`src/rtl/main_mem_write_arbiter_pkg.sv`:
```
// Shared types and constants for the main-memory write-port arbiter.
// Optional perf counters are enabled with MEM_ARB_PERF_COUNTERS_EN.
package main_mem_write_arbiter_pkg;

  localparam int unsigned ADDR_W           = 32;
  localparam int unsigned DATA_W           = 32;
  localparam int unsigned WAIT_W           = 4;
  localparam int unsigned PERF_W           = 32;
  localparam int unsigned DEF_STARVE_LIMIT = 4;
  localparam int unsigned DEF_LEN_W        = 16;

  typedef enum logic [1:0] {
    ARB_IDLE = 2'd0,
    ARB_RUN  = 2'd1,
    ARB_DONE = 2'd2
  } arb_state_e;

  typedef struct packed {
    logic [ADDR_W-1:0] addr;
    logic [DATA_W-1:0] data;
  } wr_req_t;

  // Saturating increment for the starvation counter
  function automatic logic [WAIT_W-1:0] wait_sat_inc(input logic [WAIT_W-1:0] v);
    return (&v) ? v : v + WAIT_W'(1);
  endfunction

endpackage

```
`src/rtl/main_mem_write_arbiter_dma_burst_counter.sv`:
```
// DMA burst address/remaining-beat tracker; flags the final beat of a burst.
module main_mem_write_arbiter_dma_burst_counter
  import main_mem_write_arbiter_pkg::*;
#(
  parameter int unsigned LEN_W = DEF_LEN_W
) (
  input  logic              clk,
  input  logic              rst,
  input  logic              load_i,
  input  logic [ADDR_W-1:0] base_i,
  input  logic [LEN_W-1:0]  len_i,
  input  logic              step_i,
  output logic [ADDR_W-1:0] addr_o,
  output logic              last_beat_o
);

  logic [ADDR_W-1:0] addr_q, addr_d;
  logic [LEN_W-1:0]  remain_q, remain_d;

  always_comb begin
    addr_d   = addr_q;
    remain_d = remain_q;
    if (load_i) begin
      addr_d   = base_i;
      remain_d = len_i;
    end else if (step_i) begin
      addr_d   = addr_q + ADDR_W'(1);
      remain_d = remain_q - LEN_W'(1);
    end
  end

  always_ff @(posedge clk or negedge rst) begin
    if (!rst) begin
      addr_q   <= '0;
      remain_q <= '0;
    end else begin
      addr_q   <= addr_d;
      remain_q <= remain_d;
    end
  end

  assign addr_o      = addr_q;
  assign last_beat_o = (remain_q == LEN_W'(1));

endmodule

```
`src/rtl/main_mem_write_arbiter.sv`:
```
// Shares the memory write port between CPU stores and a program-load DMA burst.
// Define MEM_ARB_PERF_COUNTERS_EN to add stall/beat performance counters.
module main_mem_write_arbiter
  import main_mem_write_arbiter_pkg::*;
#(
  parameter int unsigned STARVE_LIMIT = DEF_STARVE_LIMIT,
  parameter int unsigned LEN_W        = DEF_LEN_W
) (
  input  logic              clk,
  input  logic              rst,
  input  logic              cpu_req,
  input  logic              cpu_we,
  input  logic [ADDR_W-1:0] cpu_addr,
  input  logic [DATA_W-1:0] cpu_wdata,
  output logic              cpu_gnt,
  output logic              cpu_stall,
  output logic [DATA_W-1:0] cpu_rdata,
  input  logic              dma_start,
  input  logic [ADDR_W-1:0] dma_base,
  input  logic [LEN_W-1:0]  dma_len,
  input  logic              dma_wvalid,
  input  logic [DATA_W-1:0] dma_wdata,
  output logic              dma_wready,
  output logic              dma_busy,
  output logic              dma_done,
  output logic [ADDR_W-1:0] mem_raddr,
  input  logic [DATA_W-1:0] mem_rdata,
  output logic [ADDR_W-1:0] mem_waddr,
  output logic [DATA_W-1:0] mem_wdata,
  output logic              mem_wen
`ifdef MEM_ARB_PERF_COUNTERS_EN
  ,
  output logic [PERF_W-1:0] perf_cpu_stall_cycles,
  output logic [PERF_W-1:0] perf_dma_beats
`endif
);

  arb_state_e        state_q, state_d;
  logic [WAIT_W-1:0] wait_q, wait_d;
  logic              run, conflict, dma_win, beat_acc, burst_load, last_beat;
  logic [ADDR_W-1:0] burst_addr;
  wr_req_t           dma_req, cpu_wr, wr_sel;

  main_mem_write_arbiter_dma_burst_counter #(.LEN_W(LEN_W)) u_burst (
    .clk        (clk),
    .rst        (rst),
    .load_i     (burst_load),
    .base_i     (dma_base),
    .len_i      (dma_len),
    .step_i     (beat_acc),
    .addr_o     (burst_addr),
    .last_beat_o(last_beat)
  );

  // Same-cycle arbitration: CPU wins unless DMA has starved long enough
  assign run        = (state_q == ARB_RUN);
  assign conflict   = cpu_req & cpu_we & dma_wvalid & run;
  assign dma_win    = conflict & (32'(wait_q) >= STARVE_LIMIT);
  assign dma_wready = run & (~conflict | dma_win);
  assign beat_acc   = dma_wvalid & dma_wready;
  assign cpu_gnt    = cpu_req & (~cpu_we | ~dma_win);
  assign cpu_stall  = cpu_req & ~cpu_gnt;
  assign mem_wen    = (cpu_gnt & cpu_we) | beat_acc;

  assign dma_req    = '{addr: burst_addr, data: dma_wdata};
  assign cpu_wr     = '{addr: cpu_addr, data: cpu_wdata};
  assign wr_sel     = beat_acc ? dma_req : cpu_wr;
  assign mem_waddr  = wr_sel.addr;
  assign mem_wdata  = wr_sel.data;

  // Loads bypass arbitration entirely; read port is asynchronous
  assign mem_raddr  = cpu_addr;
  assign cpu_rdata  = mem_rdata;

  assign dma_busy   = run;
  assign dma_done   = (state_q == ARB_DONE);

  always_comb begin
    state_d    = state_q;
    burst_load = 1'b0;
    case (state_q)
      ARB_IDLE: begin
        if (dma_start) begin
          if (dma_len != '0) begin
            state_d    = ARB_RUN;
            burst_load = 1'b1;
          end else begin
            state_d    = ARB_DONE;
          end
        end
      end
      ARB_RUN:  if (beat_acc && last_beat) state_d = ARB_DONE;
      ARB_DONE: state_d = ARB_IDLE;
      default:  state_d = ARB_IDLE;
    endcase
  end

  always_comb begin
    wait_d = wait_q;
    if ((state_q == ARB_IDLE) || beat_acc) wait_d = '0;
    else if (conflict && !dma_win)         wait_d = wait_sat_inc(wait_q);
  end

  always_ff @(posedge clk or negedge rst) begin
    if (!rst) begin
      state_q <= ARB_IDLE;
      wait_q  <= '0;
    end else begin
      state_q <= state_d;
      wait_q  <= wait_d;
    end
  end

`ifdef MEM_ARB_PERF_COUNTERS_EN
  logic [PERF_W-1:0] stall_cnt_q, beat_cnt_q;

  always_ff @(posedge clk or negedge rst) begin
    if (!rst) begin
      stall_cnt_q <= '0;
      beat_cnt_q  <= '0;
    end else begin
      if (cpu_stall && !(&stall_cnt_q)) stall_cnt_q <= stall_cnt_q + PERF_W'(1);
      if (beat_acc && !(&beat_cnt_q))   beat_cnt_q  <= beat_cnt_q + PERF_W'(1);
    end
  end

  assign perf_cpu_stall_cycles = stall_cnt_q;
  assign perf_dma_beats        = beat_cnt_q;
`endif

endmodule

```
`config.mk`:
```
export PLATFORM = sky130hd
export DESIGN_NAME = main_mem_write_arbiter
export DESIGN_NICKNAME = d
export VERILOG_FILES = /design/src/rtl/main_mem_write_arbiter_pkg.sv /design/src/rtl/main_mem_write_arbiter_dma_burst_counter.sv /design/src/rtl/main_mem_write_arbiter.sv
export SDC_FILE = /design/constraint.sdc
export NUM_CORES = 1
export LEC_CHECK = 0
export CAP_MARGIN = 20
export CORE_AREA = 2 2 121 123
export DETAILED_ROUTE_END_ITERATION = 10
export DIE_AREA = 0 0 123 125
export DONT_BUFFER_PORTS = 1
export GPL_TIMING_DRIVEN = 0
export HOLD_SLACK_MARGIN = 0.1
export PLACE_DENSITY = 0.47
export SETUP_SLACK_MARGIN = 0.5
export SLEW_MARGIN = 20
export SYNTH_ARGS = -nofsm -noshare
export SYNTH_HDL_FRONTEND = slang
export SYNTH_HIERARCHICAL = 1
export SYNTH_SLANG_ARGS = --single-unit
```
`constraint.sdc`:
```
create_clock -name clk -period 3.7 [get_ports clk]
set_input_delay 0.74 -clock clk [delete_from_list [all_inputs] [get_ports clk]]
set_output_delay 0.74 -clock clk [all_outputs]
set_load 0.05 [all_outputs]
```
# Word level (Yosys, flattened, before mapping)
# Cells that the tools add are included.
dict set report word_totals {
  ff_bits 54
  output_inout_bits 134
  input_bits 182
}
dict set report op_classes {
  n_reduce_logical 11
  muxes 15
  bitwise 16
  order_cmp 1
  addsub 3
  n_eq_ne 6
}
# cell count
set op_table {}
lappend op_table {{$mux 32} 2}
lappend op_table {{$mux 64} 1}
lappend op_table {{$add 32x1->32 const B} 1}
lappend op_table {{$mux 16} 2}
lappend op_table {{$eq 16x1->1 const B} 1}
lappend op_table {{$reduce_bool 16->1} 1}
lappend op_table {{$sub 16x1->16 const B} 1}
lappend op_table {{$mux 4} 3}
lappend op_table {{$and 1x1->1} 9}
lappend op_table {{$mux 2} 3}
lappend op_table {{$add 4x1->4 const B} 1}
lappend op_table {{$ge 4x3->1 const B} 1}
lappend op_table {{$ne 2x2->1 const B} 2}
lappend op_table {{$not 1->1} 4}
lappend op_table {{$pmux 2 s2} 1}
lappend op_table {{$reduce_and 2->1} 2}
lappend op_table {{$reduce_and 4->1} 1}
lappend op_table {{$reduce_bool 2->1} 2}
lappend op_table {{$mux 1} 3}
lappend op_table {{$or 1x1->1} 3}
lappend op_table {{$eq 2x1->1 const B} 1}
lappend op_table {{$eq 2x2->1 const B} 1}
lappend op_table {{$logic_and 1x1->1} 2}
lappend op_table {{$logic_not 2->1} 1}
lappend op_table {{3 further kinds} 3}

# Depth between registers and ports, before layout
# Gate-level depths: netlist (run 1).
dict set report depth {
  ltp_word 10
  mapped_depth 9
}

# By module
# The synthesis (run 1) kept the hierarchy.
# module area_each_um2 n_inst cells_per_inst
set modules_own_cells {}
lappend modules_own_cells {main_mem_write_arbiter_dma_burst_counter 2737.6 1 312}
lappend modules_own_cells {main_mem_write_arbiter 1865.5 1 180}

# Worst setup path before layout (run 1)
# Ideal clock, no wire load.
dict set report synth_path {
  kind {reg2out}
  startpoint {register state_q[0]}
  endpoint {output dma_wready}
  path_stages_with_launch 4
  required_time_ps 2960
  slack_ps 490
  path_buffers 1
  arrival_ps 2470
  cell_sequence {dfrtp_1 > buf_2 > nor2b_1 > a21boi_0}
}
dict set report synth_via {
  elab_chain_cells 5
  word_cells_on_any_way 6
  classes_between {eq/ne: 1; bitwise: 5}
}
# item line
set synth_rtl {}
lappend synth_rtl {{start: declaration} main_mem_write_arbiter.sv:38} ;# arb_state_e state_q, state_d;
lappend synth_rtl {{start signal: assignment} main_mem_write_arbiter.sv:109} ;# state_q <= state_d;
lappend synth_rtl {{$eq 2x1->1 (*)} main_mem_write_arbiter.sv:56} ;# assign run = (state_q == ARB_RUN);
lappend synth_rtl {{net dma_busy} main_mem_write_arbiter.sv:24} ;# output logic dma_busy,
lappend synth_rtl {{$and 1x1->1} main_mem_write_arbiter.sv:57} ;# assign conflict = cpu_req & cpu_we & dma_wvalid & run;
lappend synth_rtl {{$and 1x1->1 or $not 1->1 (tied branches)} {main_mem_write_arbiter.sv:58, main_mem_write_arbiter.sv:59}}
lappend synth_rtl {{$or 1x1->1} main_mem_write_arbiter.sv:59} ;# assign dma_wready = run & (~conflict | dma_win);
lappend synth_rtl {{$and 1x1->1 (*)} main_mem_write_arbiter.sv:59}
lappend synth_rtl {{end: declaration} main_mem_write_arbiter.sv:23} ;# output logic dma_wready,
# Mark *: on every way through the listed nets, which the timed path passes. The rest lies on a longest branch.

# Worst setup path in the final report (run 1)
# Same ends and word-level chain as after synthesis.

==> results.md, run 1 <==
- Worst-path fanout max: 9
- CTS tree: built
- Cell Area, Synth: 4600 um^2
- Crit share post-route: 82.0%
- Yosys synthesis warning count: 6
- Antenna violations before repair: 1
- Count leader, synth: buf_4
- Worst VDD drop: 0.239 mV
- Cts-stage hold buffer count: 0
- Worst Path Arrival: 2290 ps
- Final Hold Viols: 0
- Antenna-violating nets left: 0
- Post-synth EDFFs: 0
- Power density cells: 643 nW/um^2
- GRT Residual Overflow: 0
- Final non-filler cell total: 685
- Synth area leaders: dfrtp_1 29%, mux2_4 13%, buf_4 10%, mux2_2 6.1%, nand2_1 4.0%
- Worst setup path class: flop to primary output
- # clock sinks: 54
- First-pass GRT wire length: 20200 um
- Static leakage: 0.00199 uW
- Predominant post-synthesis flop cell: dfrtp_1
- Clk buf depth: 2
- Worst setup EP type: primary output
- Post-synthesis sequential area ratio: 29.4%
- Die H: 125 um
- Maximum clock frequency: 330 MHz
- Share of the synthesized area in the top cell type: 29.4%
- Crit start category: flop
- Status: finished, final reports clean
- Post-DP HPWL: 11300 um
- Cell Rows: 44
- GPL Wtd Cong: 0.771
- Post-synth top cells: 64 x buf_4, 54 x dfrtp_1, 49 x nand2_1
- Worst slew pin tran: 1010 ps
- Origin of the critical flop-to-flop path: state_q[1]$_DFFE_PN0P_
- Layout filler cell count: 1474
- CTS buffer count: 5
- Synth cell types: 49
- Vias in the first global route: 3608
- MaxCap Viol Count: 0
- Avg WL per Cell: 20.6 um
- Global-route usage over all layers: 17.3%
- Initial core utilization: 32.4%
- Drt drc: 0
- Largest net degree at the start of global routing: 55
- Port Buffers: 0
- Via density: 5.51
- RSZ-0062 raised after global routing: no
- Nets: 686
- Die Width: 123 um
- FFs w/ async S/R, synth: 100%
- Slew HR: 32.2%
- Via count: 3773
- IO Pins: 316
- CP Data Required Time: 2960 ps
- Die area: 15400 um^2
- Clk_skew: 6.42 ps
- Area Overhead vs Synth: 9.00%
- Placed Cells: 676
- Clk Latency, worst-skew pair: 300 ps
- Post-Synthesis Cells: 492
- Core ar.: 14200 um^2
- Max-slew violations: 0
- Clk slew on worst S/H paths: 70 ps
- Min-Delay Path Class: input port to async pin
- CP Launch Point: state_q[0]$_DFFE_PN0P_
- Initial DRC count: 149
- Share of layout cells above drive strength 1: 31.2%
- H-tree depth: 2
- Sum of negative setup slack: 0 ps
- Root buffer cell: clkbuf_16
- Final setup viols: 0
- Cell accounting for the most synthesized area: dfrtp_1
- Post-route minimum period: 3030 ps
- Post-synthesis register bit count: 54
- Syn nets: 678
- Syn_area_per_cell: 9.36 um^2
- Worst r2r path cells: 7
- Total wire length: 14100 um
- Pre-antenna DRT Iters: 6
## timing repair
item / CTS / global route
pin swaps: 0 / 1
buffers inserted: 0 / 1
endpoints found under the setup margin: 1 / 5
gates resized for setup: 1 / 2
## cell usage in the layout, fill, tap and decap left out, drive strengths merged, types with 13 or more instances in the layout
cell type  Yosys  final
a31oi         20     20
buf           73     74
clkbuf        14     20
dfrtp         54     54
mux2          65     65
nand2         49     49
nand3         13     13
nand4         15     15
nor2          30     30
o21ai         33     33
o31ai         14     14
or4           18     18
xor2          14     14
## kinds of logic after synthesis
kind of cell / synth area share, %
AO/OA/AOI/OAI: 10.7
flip-flops: 29.4
multiplexers: 19.4
AND/OR/NAND/NOR: 20.1
buffers and inverters: 14.9
XOR/XNOR: 4.57
adder cells (fa/ha/maj): 1.09
## area by class of cell
| cell class | instances | area (um^2) | area share (%) |
|---|---|---|---|
| Buffer | 87 | 652 | 13.0 |
| Clock inverter | 1 | 30.0 | 0.599 |
| Inverter | 9 | 33.8 | 0.673 |
| Sequential cell | 54 | 1350 | 26.9 |
| Tap cell | 184 | 230 | 4.59 |
| Timing Repair Buffer | 1 | 7.51 | 0.150 |
| Antenna cell | 1 | 2.50 | 0.0499 |
| Clock buffer | 6 | 139 | 2.77 |
| Multi-Input combinational cell | 342 | 2570 | 51.2 |
## critical path, stage by stage (launching register included)
cell and delay [ps]:
dfrtp_1 320, buf_2 200, nor2b_1 830, a21boi_2 640
## worst paths after layout
path | end | slack (ps)
setup / recovery | dma_wready | 670
hold / removal | u_burst/remain_q[14]$_DFFE_PN0P_ | 120
setup reg to reg | u_burst/remain_q[15]$_DFFE_PN0P_ | 820
hold reg to reg | wait_q[1]$_DFFE_PN0P_ | 550
max in group asynchronous | u_burst/addr_o[23]$_DFFE_PN0P_ | 3440
min in group clk | wait_q[1]$_DFFE_PN0P_ | 550
## per-stage QoR
| stage | power, uW | area [um^2] | worst slack (ps) | hold WS [ps] | utilization, % |
|---|---|---|---|---|---|
| after detailed placement | 2680 | 4830 | 428 | 446 | 34.0 |
| after global routing | 3410 | 5020 | 567 | 110 | 35.3 |
| after CTS | 3260 | 5010 | 635 | 114 | 35.2 |
| after global placement | 2650 | 4830 | 464 | 447 | 34.0 |
| after floorplan | 2410 | 4600 | 839 | 444 | - |
| final | 3230 | 5020 | 666 | 124 | 35.3 |
## registers in the layout (all words and copies together) (netlist names)
signal	flops
u_burst/addr_o	32
u_burst/remain_q	16
wait_q	4
state_q	2
## layer usage
layer  GRT usage (%)  vias up  part of all wire [%]
li1                -     1742                     -
met5               0        -                     0
met2            31.4      202                    53
met3            4.52       12                   8.0
met4            4.14        0                   1.2
met1            20.0     1817                    38
## report_power, final
part           internal (uW)  switching, uW  leakage [uW]
logic                    500            980       0.00123
registers                843            346      0.000669
clock network            335            225     0.0000829
Note: power is estimated with default switching activity, not from simulation.
==> run 2, diff against run 1 <==
- clock period: 3.7 -> 3.15 ns (I/O delays scaled with it)
==> run 2 against run 1 <==
Sequential power rose by 17%. Die area did not move. Critical endpoint is now mem_wdata[31]. Critical path depth increased by 2. Largest power group unchanged. Sequential share of layout area fell by 0.41 points. Largest cell class unchanged. Sequential cell count unchanged. Clock power is 5.2% higher. Combinational power grew 20%.
==> results.md, run 2 (synthesis gave the netlist of run 1 again) <==
- Die Width: 123 um (unchanged)
- Die area: 15400 um^2 (unchanged)
- Most frequent cells in the layout: 68 x buf_4, 53 x dfrtp_1, 49 x nand2_1
- Clk slew on worst S/H paths: 70 ps (about the same)
- Crit share post-route: 81.5%
- Antenna-violating nets left: 0 (unchanged)
- Port Buffers: 0 (unchanged)
- RSZ-0062 raised after global routing: yes
- Vias in the first global route: 3701 (+2.6%)
- Clk_skew: 10.3 ps (+3.86 ps)
- Area Overhead vs Synth: 10.8%
- Worst-path fanout max: 10 (+1)
- CTS buffer count: 5 (unchanged)
- # clock sinks: 54 (unchanged)
- Final Hold Viols: 0 (unchanged)
- GRT Residual Overflow: 0 (unchanged)
- Clk buf depth: 2 (unchanged)
- Via density: 5.59 (+1.4%)
- H-tree depth: 2 (unchanged)
- Worst VDD drop: 0.286 mV (+20%)
- IO Pins: 316 (unchanged)
- CP max-delay cell: dfrtp_2
- Critical path buffer and inverter count: 2 (+1)
- CP delay by family, top: flip-flops
- GPL Wtd Cong: 0.803 (+4.1%)
- Cell Rows: 44 (unchanged)
- MaxCap Viol Count: 0 (unchanged)
- Slew HR: 35.7% (+3.5 points)
- First-pass GRT wire length: 20400 um (+1.3%)
- Worst slew pin tran: 962 ps (-52.6 ps)
- Min Hold Slack: 188 ps (+64.3 ps)
- Drt drc: 0 (unchanged)
- Avg WL per Cell: 21.1 um (+2.5%)
- Number of flip-flops in the largest register: 32 (unchanged)
- Final non-filler cell total: 690 (+0.73%)
- Final worst setup slack: 583 ps (-82.7 ps)
- Core ar.: 14200 um^2 (unchanged)
- Min-Delay Path Class: input port to async pin
- Placed Cells: 676 (unchanged)
- Power density cells: 737 nW/um^2 (+15%)
- Pre-antenna DRT Iters: 5 (-1)
- Worst setup EP type: primary output
- CTS tree: built
- Post-route minimum period: 2570 ps
- DP Worst Slack: -67.1 ps (-495 ps)
- Initial DRC count: 135 (-9.4%)
- CP Launch Point: state_q[1]$_DFFE_PN0P_
- Post-DP HPWL: 11600 um (+2.2%)
- Final setup viols: 0 (unchanged)
- Status: finished, final reports clean
- Initial core utilization: 32.4% (unchanged)
- Via count: 3854 (+2.1%)
- Global-route usage over all layers: 17.5% (+0.25 points)
- Max-slew violations: 0 (unchanged)
- Largest net degree at the start of global routing: 55 (unchanged)
- CP peak stage delay: 460 ps (-370 ps)
- Worst path cell trace: nand3b_4 -> nor2_4 -> buf_8 -> buf_12 -> mux2_4
- Static leakage: 0.00203 uW (+2.4%)
- Maximum clock frequency: 390 MHz
- Antenna violations before repair: 1 (unchanged)
- Origin of the critical flop-to-flop path: state_q[1]$_DFFE_PN0P_
- Crit start category: flop
- Root buffer cell: clkbuf_16
- Post-layout power: 3760 uW (+16%)
- Commonest non-fill, non-tap cell in the layout: buf_4
- Sum of negative setup slack: 0 ps (unchanged)
- Nets: 690 (+0.58%)
- CP Data Required Time: 2520 ps (-440 ps)
- Total wire length: 14600 um (+3.2%)
- Worst setup path class: flop to primary output
- Clk Latency, worst-skew pair: 300 ps (about the same)
- Worst Path Arrival: 1940 ps (-350 ps)
- Die H: 125 um (unchanged)
- Share of layout cells above drive strength 1: 33.5% (+2.3 points)
[run 2: final timing paths]
| kind | cells past startpoint | to | slack (ps) |
|---|---|---|---|
| min | 1 | u_burst/remain_q[15]$_DFFE_PN0P_ | 190 |
| max | 5 | mem_wdata[31] | 580 |
| max in group asynchronous | 1 | u_burst/addr_o[30]$_DFFE_PN0P_ | 2720 |
| min reg2reg | 1 | wait_q[3]$_DFFE_PN0P_ | 550 |
| min in group clk | 2 | u_burst/remain_q[9]$_DFFE_PN0P_ | 450 |
| max reg2reg | 9 | u_burst/addr_o[31]$_DFFE_PN0P_ | 690 |
[run 2: per-stage QoR]
| stage | area (um^2) | util (%) |
|---|---|---|
| after floorplan | 4610 | - |
| after global placement | 4840 | 34.1 |
| after detailed placement | 4840 | 34.1 |
| after CTS | 5050 | 35.6 |
| after global routing | 5100 | 35.9 |
| final | 5100 | 35.9 |
[run 2: layout make-up]
cell class	instances	area [um^2]
fill	1483	9100
multi-input combinational	342	2600
sequential	54	1350
clock buffer	7	143
clock inverter	1	8.76
antenna	1	2.50
timing repair buffer	5	57.6
inverter	9	33.8
tap	184	230
buffer	87	673
[run 2: layer usage]
layer	wire [um]	global-route usage, %
met5	0	0
met3	1320	4.52
met4	269	6.02
met1	5360	19.6
met2	7630	31.8
[run 2: what timing repair did]
item                                   4_1_cts  5_1_grt
resized for setup                            7       16
pin swaps                                    1        2
endpoints found under the hold margin       54        0
hold buffers                                 1        0
setup endpoints to repair                   35       44
buffers inserted                             1        3
[run 2: where the power goes]
| part | switching, uW | internal, uW |
|---|---|---|
| clock network | 267 | 321 |
| registers | 404 | 990 |
| logic | 1180 | 598 |
| total | 1850 | 1910 |
